--- src/rtl/hazard_scoreboard_if.sv ---
// Decode <-> hazard scoreboard bundle: ID-stage instruction fields in, stall/status out.
interface hazard_scoreboard_if #(
  parameter int unsigned NUM_REGS = 16,
  parameter int unsigned RA_W     = 4
);
  logic                id_valid;
  logic [RA_W-1:0]     id_rs1;
  logic [RA_W-1:0]     id_rs2;
  logic [RA_W-1:0]     id_rd;
  logic                id_rs1_used;
  logic                id_rs2_used;
  logic                id_rd_wr;
  logic                id_is_load;
  logic                id_is_mc;
  logic                id_is_ctrl;
  logic                fwd_r1_en;
  logic                fwd_r2_en;
  logic                flush;
  logic                if_id_stall;
  logic                id_ex_stall;
  logic                mc_busy;
  logic [NUM_REGS-1:0] sb_pending;

  modport master (
    output id_valid, id_rs1, id_rs2, id_rd, id_rs1_used, id_rs2_used, id_rd_wr,
           id_is_load, id_is_mc, id_is_ctrl, fwd_r1_en, fwd_r2_en, flush,
    input  if_id_stall, id_ex_stall, mc_busy, sb_pending
  );

  modport slave (
    input  id_valid, id_rs1, id_rs2, id_rd, id_rs1_used, id_rs2_used, id_rd_wr,
           id_is_load, id_is_mc, id_is_ctrl, fwd_r1_en, fwd_r2_en, flush,
    output if_id_stall, id_ex_stall, mc_busy, sb_pending
  );
endinterface

--- src/rtl/hazard_scoreboard.sv ---
// Latency-aware ID-stage hazard scoreboard with multi-cycle ALU timer and control bubbles.
// Define HAZARD_WAW_EN to also stall writes that would retire before an older in-flight write.
module hazard_scoreboard #(
  parameter int unsigned NUM_REGS     = 16,
  parameter int unsigned RA_W         = 4,
  parameter int unsigned ALU_LAT      = 3,
  parameter int unsigned LD_LAT       = 3,
  parameter int unsigned LD_FWD_CNT   = 2,
  parameter int unsigned MC_LAT       = 4,
  parameter int unsigned CTRL_BUBBLES = 1,
  parameter int unsigned CNT_W        = 3
) (
  input logic               clk,
  input logic               rst_n,
  hazard_scoreboard_if.slave bus
);

  localparam logic [CNT_W-1:0] AluLat      = CNT_W'(ALU_LAT);
  localparam logic [CNT_W-1:0] LdLat       = CNT_W'(LD_LAT);
  localparam logic [CNT_W-1:0] McLat       = CNT_W'(MC_LAT);
  localparam logic [CNT_W-1:0] CtrlBubbles = CNT_W'(CTRL_BUBBLES);
  localparam logic [CNT_W-1:0] LdFwdCnt    = CNT_W'(LD_FWD_CNT);

  // r0 and out-of-range indices never take part in tracking or hazards.
  function automatic logic tracked(input logic [RA_W-1:0] r);
    return (r != '0) && (32'(r) < NUM_REGS);
  endfunction

  function automatic logic [CNT_W-1:0] dec(input logic [CNT_W-1:0] c);
    return (c != '0) ? c - 1'b1 : '0;
  endfunction

  logic [CNT_W-1:0]    cnt_q [NUM_REGS];
  logic [CNT_W-1:0]    cnt_d [NUM_REGS];
  logic [NUM_REGS-1:0] ld_q, ld_d;
  logic [CNT_W-1:0]    mc_cnt_q, mc_cnt_d;
  logic [CNT_W-1:0]    ctrl_cnt_q, ctrl_cnt_d;
  logic [CNT_W-1:0]    new_lat;
  logic                haz_rs1, haz_rs2, haz_waw;
  logic                issue;
  logic [NUM_REGS-1:0] pending;

  always_comb begin
    new_lat = bus.id_is_load ? LdLat : (bus.id_is_mc ? McLat : AluLat);
  end

  always_comb begin : hazard_check
    haz_rs1 = 1'b0;
    haz_rs2 = 1'b0;
    haz_waw = 1'b0;
    // A load result only reaches the forward net once it is close enough to writeback.
    if (bus.id_rs1_used && tracked(bus.id_rs1) && (cnt_q[bus.id_rs1] != '0)) begin
      haz_rs1 = !bus.fwd_r1_en || (ld_q[bus.id_rs1] && (cnt_q[bus.id_rs1] > LdFwdCnt));
    end
    if (bus.id_rs2_used && tracked(bus.id_rs2) && (cnt_q[bus.id_rs2] != '0)) begin
      haz_rs2 = !bus.fwd_r2_en || (ld_q[bus.id_rs2] && (cnt_q[bus.id_rs2] > LdFwdCnt));
    end
`ifdef HAZARD_WAW_EN
    if (bus.id_rd_wr && tracked(bus.id_rd)) begin
      haz_waw = cnt_q[bus.id_rd] > new_lat;
    end
`endif
  end

  assign bus.mc_busy     = (mc_cnt_q != '0);
  assign bus.id_ex_stall = bus.mc_busy | (bus.id_valid & (haz_rs1 | haz_rs2 | haz_waw));
  assign bus.if_id_stall = bus.id_ex_stall | (bus.id_valid & bus.id_is_ctrl) |
                           (ctrl_cnt_q != '0);
  assign issue           = bus.id_valid & ~bus.id_ex_stall;

  always_comb begin
    pending = '0;
    for (int i = 0; i < NUM_REGS; i++) begin
      pending[i] = (cnt_q[i] != '0);
    end
  end
  assign bus.sb_pending = pending;

  always_comb begin : next_state
    for (int i = 0; i < NUM_REGS; i++) begin
      cnt_d[i] = dec(cnt_q[i]);
    end
    ld_d       = ld_q;
    mc_cnt_d   = dec(mc_cnt_q);
    ctrl_cnt_d = dec(ctrl_cnt_q);
    if (issue && bus.id_rd_wr && tracked(bus.id_rd)) begin
      cnt_d[bus.id_rd] = new_lat;
      ld_d[bus.id_rd]  = bus.id_is_load;
    end
    if (issue && bus.id_is_mc) begin
      mc_cnt_d = McLat;
    end
    if (issue && bus.id_is_ctrl) begin
      ctrl_cnt_d = CtrlBubbles;
    end
    if (bus.flush) begin
      ctrl_cnt_d = '0;
    end
  end

  always_ff @(posedge clk or negedge rst_n) begin
    if (!rst_n) begin
      for (int i = 0; i < NUM_REGS; i++) begin
        cnt_q[i] <= '0;
      end
      ld_q       <= '0;
      mc_cnt_q   <= '0;
      ctrl_cnt_q <= '0;
    end else begin
      for (int i = 0; i < NUM_REGS; i++) begin
        cnt_q[i] <= cnt_d[i];
      end
      ld_q       <= ld_d;
      mc_cnt_q   <= mc_cnt_d;
      ctrl_cnt_q <= ctrl_cnt_d;
    end
  end

endmodule

--- src/flat_wrapper.sv ---
// flat-port wrapper written by rule: the top's interface ports become plain ports
module hazard_scoreboard_flat 
#(
  parameter int unsigned NUM_REGS     = 16,
  parameter int unsigned RA_W         = 4,
  parameter int unsigned ALU_LAT      = 3,
  parameter int unsigned LD_LAT       = 3,
  parameter int unsigned LD_FWD_CNT   = 2,
  parameter int unsigned MC_LAT       = 4,
  parameter int unsigned CTRL_BUBBLES = 1,
  parameter int unsigned CNT_W        = 3
)
  (clk, rst_n, bus_id_valid, bus_id_rs1, bus_id_rs2, bus_id_rd, bus_id_rs1_used, bus_id_rs2_used, bus_id_rd_wr, bus_id_is_load, bus_id_is_mc, bus_id_is_ctrl, bus_fwd_r1_en, bus_fwd_r2_en, bus_flush, bus_if_id_stall, bus_id_ex_stall, bus_mc_busy, bus_sb_pending);
  hazard_scoreboard_if #(.NUM_REGS(NUM_REGS), .RA_W(RA_W)) bus_i ();
  input logic clk;
  input logic rst_n;
  input wire logic [$bits(bus_i.id_valid)-1:0] bus_id_valid;
  input wire logic [$bits(bus_i.id_rs1)-1:0] bus_id_rs1;
  input wire logic [$bits(bus_i.id_rs2)-1:0] bus_id_rs2;
  input wire logic [$bits(bus_i.id_rd)-1:0] bus_id_rd;
  input wire logic [$bits(bus_i.id_rs1_used)-1:0] bus_id_rs1_used;
  input wire logic [$bits(bus_i.id_rs2_used)-1:0] bus_id_rs2_used;
  input wire logic [$bits(bus_i.id_rd_wr)-1:0] bus_id_rd_wr;
  input wire logic [$bits(bus_i.id_is_load)-1:0] bus_id_is_load;
  input wire logic [$bits(bus_i.id_is_mc)-1:0] bus_id_is_mc;
  input wire logic [$bits(bus_i.id_is_ctrl)-1:0] bus_id_is_ctrl;
  input wire logic [$bits(bus_i.fwd_r1_en)-1:0] bus_fwd_r1_en;
  input wire logic [$bits(bus_i.fwd_r2_en)-1:0] bus_fwd_r2_en;
  input wire logic [$bits(bus_i.flush)-1:0] bus_flush;
  output wire logic [$bits(bus_i.if_id_stall)-1:0] bus_if_id_stall;
  output wire logic [$bits(bus_i.id_ex_stall)-1:0] bus_id_ex_stall;
  output wire logic [$bits(bus_i.mc_busy)-1:0] bus_mc_busy;
  output wire logic [$bits(bus_i.sb_pending)-1:0] bus_sb_pending;
  assign bus_i.id_valid = bus_id_valid;
  assign bus_i.id_rs1 = bus_id_rs1;
  assign bus_i.id_rs2 = bus_id_rs2;
  assign bus_i.id_rd = bus_id_rd;
  assign bus_i.id_rs1_used = bus_id_rs1_used;
  assign bus_i.id_rs2_used = bus_id_rs2_used;
  assign bus_i.id_rd_wr = bus_id_rd_wr;
  assign bus_i.id_is_load = bus_id_is_load;
  assign bus_i.id_is_mc = bus_id_is_mc;
  assign bus_i.id_is_ctrl = bus_id_is_ctrl;
  assign bus_i.fwd_r1_en = bus_fwd_r1_en;
  assign bus_i.fwd_r2_en = bus_fwd_r2_en;
  assign bus_i.flush = bus_flush;
  assign bus_if_id_stall = bus_i.if_id_stall;
  assign bus_id_ex_stall = bus_i.id_ex_stall;
  assign bus_mc_busy = bus_i.mc_busy;
  assign bus_sb_pending = bus_i.sb_pending;
  hazard_scoreboard #(.NUM_REGS(NUM_REGS), .RA_W(RA_W), .ALU_LAT(ALU_LAT), .LD_LAT(LD_LAT), .LD_FWD_CNT(LD_FWD_CNT), .MC_LAT(MC_LAT), .CTRL_BUBBLES(CTRL_BUBBLES), .CNT_W(CNT_W)) u_core (.clk(clk), .rst_n(rst_n), .bus(bus_i));
endmodule
--- config.mk ---
export PLATFORM = sky130hd
export DESIGN_NAME = hazard_scoreboard_flat
export DESIGN_NICKNAME = d
export VERILOG_FILES = /design/src/rtl/hazard_scoreboard_if.sv /design/src/rtl/hazard_scoreboard.sv /design/src/flat_wrapper.sv
export SDC_FILE = /design/constraint.sdc
export NUM_CORES = 1
export LEC_CHECK = 0
export CAP_MARGIN = 10
export CELL_PAD_IN_SITES_DETAIL_PLACEMENT = 0
export CELL_PAD_IN_SITES_GLOBAL_PLACEMENT = 2
export CORE_ASPECT_RATIO = 1.4
export CORE_UTILIZATION = 39
export DETAILED_ROUTE_END_ITERATION = 12
export MAX_ROUTING_LAYER = met4
export PLACE_DENSITY_LB_ADDON = 0.1
export SLEW_MARGIN = 20
export SYNTH_ARGS = -nofsm -noshare
export SYNTH_HDL_FRONTEND = slang
export SYNTH_SLANG_ARGS = --single-unit
--- constraint.sdc ---
create_clock -name clk -period 3.1 [get_ports clk]
set_clock_uncertainty 0.1 [all_clocks]
set_input_delay 0.465 -clock clk [delete_from_list [all_inputs] [get_ports clk]]
set_output_delay 0.465 -clock clk [all_outputs]
set_load 0.005 [all_outputs]
==> Word level (Yosys, flattened, before mapping) <==
Index checks and enable logic that the tools add are counted.
{ "totals": {"regBits": 70, "latch_bits": 0, "ram_bits": 0, "mem_bits_ro": 0, "inputBits": 24, "out_inout_bits": 19, "elab_cells": 139, "mem_count": 0} }
{ "classes": {"add_sub_neg": 18, "multipliers": 0, "div_mod_pow": 0, "n_lt_le_gt_ge": 10, "n_eq_ne": 0, "shifts": 0, "mux": 42, "n_bitwise": 11, "n_reduce_logical": 39} }
{ "ops": {"columns": ["operator", "n"], "rows": [
  ["3-bit 2-to-1 mux", 28],
  ["3-bit nonzero test", 20],
  ["3-bit by 1-bit subtractor with 3-bit output, second input constant", 18],
  ["48-bit bitwise mux", 1],
  ["48-bit 2-to-1 mux", 1],
  ["3-bit binary-select mux with 4-bit select", 2],
  ["16-bit bitwise mux", 1],
  ["5-bit >= comparator, second input constant", 3],
  ["4-bit by 5-bit less-than comparator with 1-bit output, second input constant", 3],
  ["4-bit inverter with 5-bit output", 3],
  ["3-bit demux with 4-bit select", 1],
  ["1-bit logical AND", 12],
  ["4-bit nonzero test", 3],
  ["1-bit binary-select mux with 4-bit select", 2],
  ["3-bit by 2-bit greater-than comparator with 1-bit output, second input constant", 2],
  ["5-bit by 1-bit less-than comparator with 1-bit output, second input constant", 1],
  ["1-bit 2-to-1 mux", 5],
  ["1-bit demux with 4-bit select", 1],
  ["4-bit by 1-bit >= comparator with 1-bit output, second input constant", 1],
  ["1-bit OR", 4],
  ["1-bit AND", 3],
  ["1-bit logical NOT", 2],
  ["1-bit logical OR", 2],
  ["1-bit inverter", 1]
]} }

==> Depth between registers and ports, before layout <==
{ "depth": {"depth_word": 16, "mapped_depth": 11, "depth_no_buf": 8} }

==> Worst setup path before layout <==
No wires, ideal clock.
{ "synth_path": {"kind": "input port to output port", "startpoint": "input port bus_id_rs2[1]", "endpoint": "output port bus_id_ex_stall", "arrival_ns": 2.418, "required_ns": 2.535, "setup_slack_ns": 0.117, "cell_stages": 9, "n_path_buf": 2, "path_cell_list": "clkbuf_1 mux4_2 maj3_2 nor2_1 o22ai_1 or2_1 buf_4 nor3_2 o21ai_0"} }
{ "synth_via": {"elab_chain_cells": 11, "elab_cells_between_ends": 17, "cone_classes": "order compare (1); mux (6); bitwise (4); reduce/logical (6)"} }
{ "synth_rtl": {"columns": ["element", "line_no", "rtl"], "rows": [
  ["start: declaration", "flat_wrapper.sv:19", "input wire logic [$bits(bus_i.id_rs2)-1:0] bus_id_rs2;"],
  ["4-bit inverter with 5-bit output (not written as such)", "hazard_scoreboard.sv:55, hazard_scoreboard.sv:56", null],
  ["3-bit binary-select mux with 4-bit select", "hazard_scoreboard.sv:55, hazard_scoreboard.sv:56", null],
  ["3-bit 2-to-1 mux (not written as such) (2 in series)", "hazard_scoreboard.sv:55, hazard_scoreboard.sv:56", null],
  ["3-bit by 2-bit greater-than comparator with 1-bit output", "hazard_scoreboard.sv:56", "haz_rs2 = !bus.fwd_r2_en || (ld_q[bus.id_rs2] && (cnt_q[bus.id_rs2] > LdFwdCnt));"],
  ["1-bit logical AND", "hazard_scoreboard.sv:56", null],
  ["1-bit logical OR", "hazard_scoreboard.sv:56", null],
  ["1-bit 2-to-1 mux *", "hazard_scoreboard.sv:55", "if (bus.id_rs2_used && tracked(bus.id_rs2) && (cnt_q[bus.id_rs2] != '0)) begin"],
  ["1-bit OR *", "hazard_scoreboard.sv:66", "assign bus.id_ex_stall = bus.mc_busy | (bus.id_valid & (haz_rs1 | haz_rs2 | haz_waw));"],
  ["1-bit AND *", "hazard_scoreboard.sv:66", null],
  ["1-bit OR *", "hazard_scoreboard.sv:66", null],
  ["end: declaration", "flat_wrapper.sv:31", "output wire logic [$bits(bus_i.id_ex_stall)-1:0] bus_id_ex_stall;"]
]} }
Every way passes the cells marked *; elsewhere a longest branch is shown, timed or not. The select of a mux whose other input is x is not followed.

==> Worst setup path in the final report <==
{ "layout_path": {"startpoint": "input port bus_id_rs1[0]", "endpoint": "output port bus_if_id_stall"} }
{ "layout_via": {"elab_chain_cells": 13, "elab_cells_between_ends": 19, "cone_classes": "order compare (1); mux (6); bitwise (6); reduce/logical (6)"} }
{ "layout_rtl": {"columns": ["element", "line_no", "rtl"], "rows": [
  ["start: declaration", "flat_wrapper.sv:18", "input wire logic [$bits(bus_i.id_rs1)-1:0] bus_id_rs1;"],
  ["4-bit inverter with 5-bit output (not written as such)", "hazard_scoreboard.sv:52, hazard_scoreboard.sv:53", null],
  ["3-bit binary-select mux with 4-bit select", "hazard_scoreboard.sv:52, hazard_scoreboard.sv:53", null],
  ["3-bit 2-to-1 mux (not written as such) (2 in series)", "hazard_scoreboard.sv:52, hazard_scoreboard.sv:53", null],
  ["3-bit by 2-bit greater-than comparator with 1-bit output", "hazard_scoreboard.sv:53", "haz_rs1 = !bus.fwd_r1_en || (ld_q[bus.id_rs1] && (cnt_q[bus.id_rs1] > LdFwdCnt));"],
  ["1-bit logical AND", "hazard_scoreboard.sv:53", null],
  ["1-bit logical OR", "hazard_scoreboard.sv:53", null],
  ["1-bit 2-to-1 mux *", "hazard_scoreboard.sv:52", "if (bus.id_rs1_used && tracked(bus.id_rs1) && (cnt_q[bus.id_rs1] != '0)) begin"],
  ["1-bit OR *", "hazard_scoreboard.sv:66", null],
  ["1-bit AND *", "hazard_scoreboard.sv:66", null],
  ["1-bit OR *", "hazard_scoreboard.sv:66", null],
  ["1-bit OR * (2 in series)", "hazard_scoreboard.sv:67", "assign bus.if_id_stall = bus.id_ex_stall | (bus.id_valid & bus.id_is_ctrl) |"],
  ["end: declaration", "flat_wrapper.sv:30", "output wire logic [$bits(bus_i.if_id_stall)-1:0] bus_if_id_stall;"]
]} }
Marked as above.

==> flow_metrics.py <==
metrics = {
    "drt": {
        "wl_per_cell_um": 18.5,
        "antenna_left": 0,
        "drcViolationCount": 2,
        "via_count": 3963,
        "vias_per_cell": 5.28,
        "totalWireLength_um": 13900,
        "dr.pass1.iters": 8,
        "drt-initial-drc-count": 187,
    },
    "worst_setup_path": {
        "r2r-end": "u_core.ld_q[13]$_DFFE_PN0P_",
        "critPathMaxFanout": 7,
        "reg2reg_from": "u_core.cnt_q[25]$_DFF_PN0_",
        "reg2reg_depth": 11,
        "crit_end": "bus_if_id_stall",
        "cp.arrival_ps": 2600,
        "critPathLaunch": "bus_id_rs1[0]",
        "slowest_delay_ps": 390,
        "worstPathCellList": "buf_4, buf_12, buf_4, mux2_2, o2111ai_1, o21ai_0, or3_4, buf_4, o41ai_4, nand3_1, buf_2",
        "slowest_stage": "or3_4",
        "crit_top_cell": "buf_4",
        "r2r_setup_slack_ps": 0,
        "criticalPathCategory": "primary input to output pin",
        "worstPathRequired_ps": 2530,
        "cp-start-kind": "primary input",
        "critPathCaptureType": "output pin",
    },
    "floorplan": {
        "coreArea_mm2": 0.0125,
        "die_h_um": 137,
        "io_pins": 43,
        "dieArea_mm2": 0.0135,
        "rows": 48,
        "die_w_um": 98.3,
        "initial_core_util_pct": 40.6,
    },
    "logic_synthesis": {
        "syn-mean-instance-area_um2": 11.0,
        "yosysWarnings": 0,
        "post_synth_num_cell_types": 52,
        "async_flop_share_pct": 100,
        "ys_ff_latch": 70,
        "synth_nets": 522,
        "synth_edf_count": 0,
        "synth_ff_type": "dfrtp_1",
        "yosysSeqAreaShare_pct": 34.6,
        "synth_area_mm2": 0.00507,
        "synthCells": 462,
    },
    "cts": {
        "cts_hold_buf": 0,
        "cts_buffer_depth": 2,
        "cts-buffers-inserted": 9,
        "cts_num_sinks": 70,
        "clk_pin_slew_ps": 60,
        "cts_tree": "done",
        "insertion_delay_ps": 340,
        "cts_root_buf": "clkbuf_16",
        "cts_htree_levels": 3,
    },
    "timing": {
        "tightestPinTransition_ps": 831,
        "rsz0062_at_grt": "true",
        "setup_viol": 4,
        "max-slew-margin-rel_pct": 44.6,
        "hold_violations": 0,
        "period_share_pct": 102,
        "min_period_ps": 3170,
        "clock.fmax_mhz": 316,
        "slew_violations": 0,
        "setup_ws_ps": -68.1,
    },
    "power_and_ir_drop": {
        "clockPowerShare_pct": 27.4,
        "netSwitchingFraction_pct": 31.1,
        "p_leak_nw": 3.37,
        "comb_power_share_pct": 39.4,
        "seqPwrFrac_pct": 33.3,
        "ir_worst_vdd_uv": 297,
        "power_density_mw_per_mm2": 561,
        "power.switching_mw": 1.19,
        "intPower_mw": 2.63,
        "finalPower_mw": 3.82,
    },
    "place": {
        "io_buffers": 42,
        "hpwl_um": 10600,
        "dpl.cell_count": 729,
        "place_area_mm2": 0.00631,
        "gp_congestion": 0.858,
    },
    "global_route": {
        "grt_first_pass_wirelength_um": 22000,
        "grt_pass1_vias": 4058,
        "grt_overflow_total": 0,
        "grt_max_degree": 38,
        "antenna_found_initial": 0,
        "track_usage_pct": 22.5,
    },
    "final_layout": {
        "drive_gt1_share_pct": 37.5,
        "areaGrowthSynthToFinish_pct": 34.3,
        "fin_cells": 750,
        "final_common_cell": "buf_4",
        "layout_common_cells": "93 x buf_4, 70 x dfrtp_1, 61 x inv_1, 36 x ha_1, 32 x clkdlybuf4s50_1",
        "fin_nets": 657,
        "post-route-util_pct": 54.5,
        "antenna_cells": 0,
        "stdcell_area_mm2": 0.00681,
    },
    "outcome": {
        "status": "finished, violations left",
        "violations": "DRC, setup timing",
    },
    "hold_path": {
        "hp-class": "primary input to asynchronous set/reset pin",
    },
    "flow_run": {
        "cap_violations": 0,
    },
}
per-layer routing:
layer	GRT usage (%)	vias to the layer above	share of wire, %
met4	9.04	0	2.9
li1	-	1893	-
met1	25.9	1974	40
met2	39.7	73	54
met5	-	-	0
met3	3.17	23	3.1
how the worst min path moves through the flow:
stage | start | endpoint
floorplan | rst_n | u_core.cnt_q[0]$_DFF_PN0_
global placement | u_core.ld_q[0]$_DFFE_PN0P_ | u_core.ld_q[0]$_DFFE_PN0P_
detailed placement | u_core.ld_q[0]$_DFFE_PN0P_ | u_core.ld_q[0]$_DFFE_PN0P_
CTS | rst_n | u_core.cnt_q[32]$_DFF_PN0_
global route | rst_n | u_core.cnt_q[32]$_DFF_PN0_
finish | rst_n | u_core.cnt_q[32]$_DFF_PN0_
area by class of cell:
cell class | count | area, um2
multi-input combinational | 307 | 3070
fill | 1129 | 5680
tap | 150 | 188
clock inverter | 1 | 30.0
clock buffer | 13 | 260
inverter | 63 | 236
timing repair buffer | 146 | 1270
sequential | 70 | 1750
cells in the mapped netlist, drive strengths merged (2+ instances only):
master   count  area, um2
maj3         5       52.6
nand4b       8       70.1
a21oi       23        115
nand3        3       15.0
nand2b       3       18.8
o2111ai      3       26.3
o311ai       2       17.5
o221ai       3       26.3
buf         12       92.6
clkbuf      10       37.5
nor3        11       60.1
nor2        30        113
and2        15       93.8
a21boi       2       15.0
o22ai        3       18.8
o21ai        5       25.0
mux4        24        541
ha          36        450
mux2        46        541
inv         63        236
dfrtp       70       1750
nand2       13       48.8
nor4         8        170
nand3b       2       15.0
or3          6       37.5
mux2i       22        220
a311oi       2       17.5
or4          3       30.0
or2         15       93.8
through the flow:
stage | hold slack [ps] | TNS [ps] | worst slack (ps)
after floorplan | 69.4 | 0 | 117
after global placement | 283 | -34050 | -879
after detailed placement | 286 | -35970 | -844
after CTS | 157 | -138 | -113
after global routing | 198 | -1710 | -164
final | 131 | -118 | -68.1
cell families (layout without fill, tap and decap cells):
kind of cell	count (synthesis)	after routing	synth area share, %
AND/OR/NAND/NOR	121	121	15.6
multiplexers	92	92	25.7
buffers and inverters	85	223	7.23
flip-flops	70	70	34.6
AO/OA/AOI/OAI	53	53	6.96
adder cells (fa/ha/maj)	41	41	9.93
what timing repair did:
item,in CTS,in global routing
buffers inserted,3,5
pin swaps,8,11
cloned,1,0
endpoints found under the hold margin,0,0
gates resized for setup,39,23
endpoints found under the setup margin,59,28
sequential cells by signal, indices dropped and copies added (netlist names):
| name | count |
|---|---|
| u_core.mc_cnt_q | 3 |
| u_core.ld_q | 16 |
| u_core.ctrl_cnt_q | 3 |
| u_core.cnt_q | 48 |
power by group through the flow:
stage | clock [mW] | combinational (mW) | sequential (mW)
4_1_cts | 1.07 | 1.48 | 1.27
5_1_grt | 1.11 | 1.66 | 1.29
2_1_floorplan | 0 | 0.806 | 1.23
3_5_place_dp | 0 | 1.47 | 1.28
6_report | 1.05 | 1.50 | 1.27
3_3_place_gp | 0 | 1.43 | 1.28
critical path, delay by kind of cell:
| family | cells | cell delay, ps |
|---|---|---|
| buf+inv | 5 | 690 |
| compound gates | 3 | 590 |
| simple gates | 2 | 500 |
| mux | 1 | 340 |
Power figures use the tool's default switching activity.
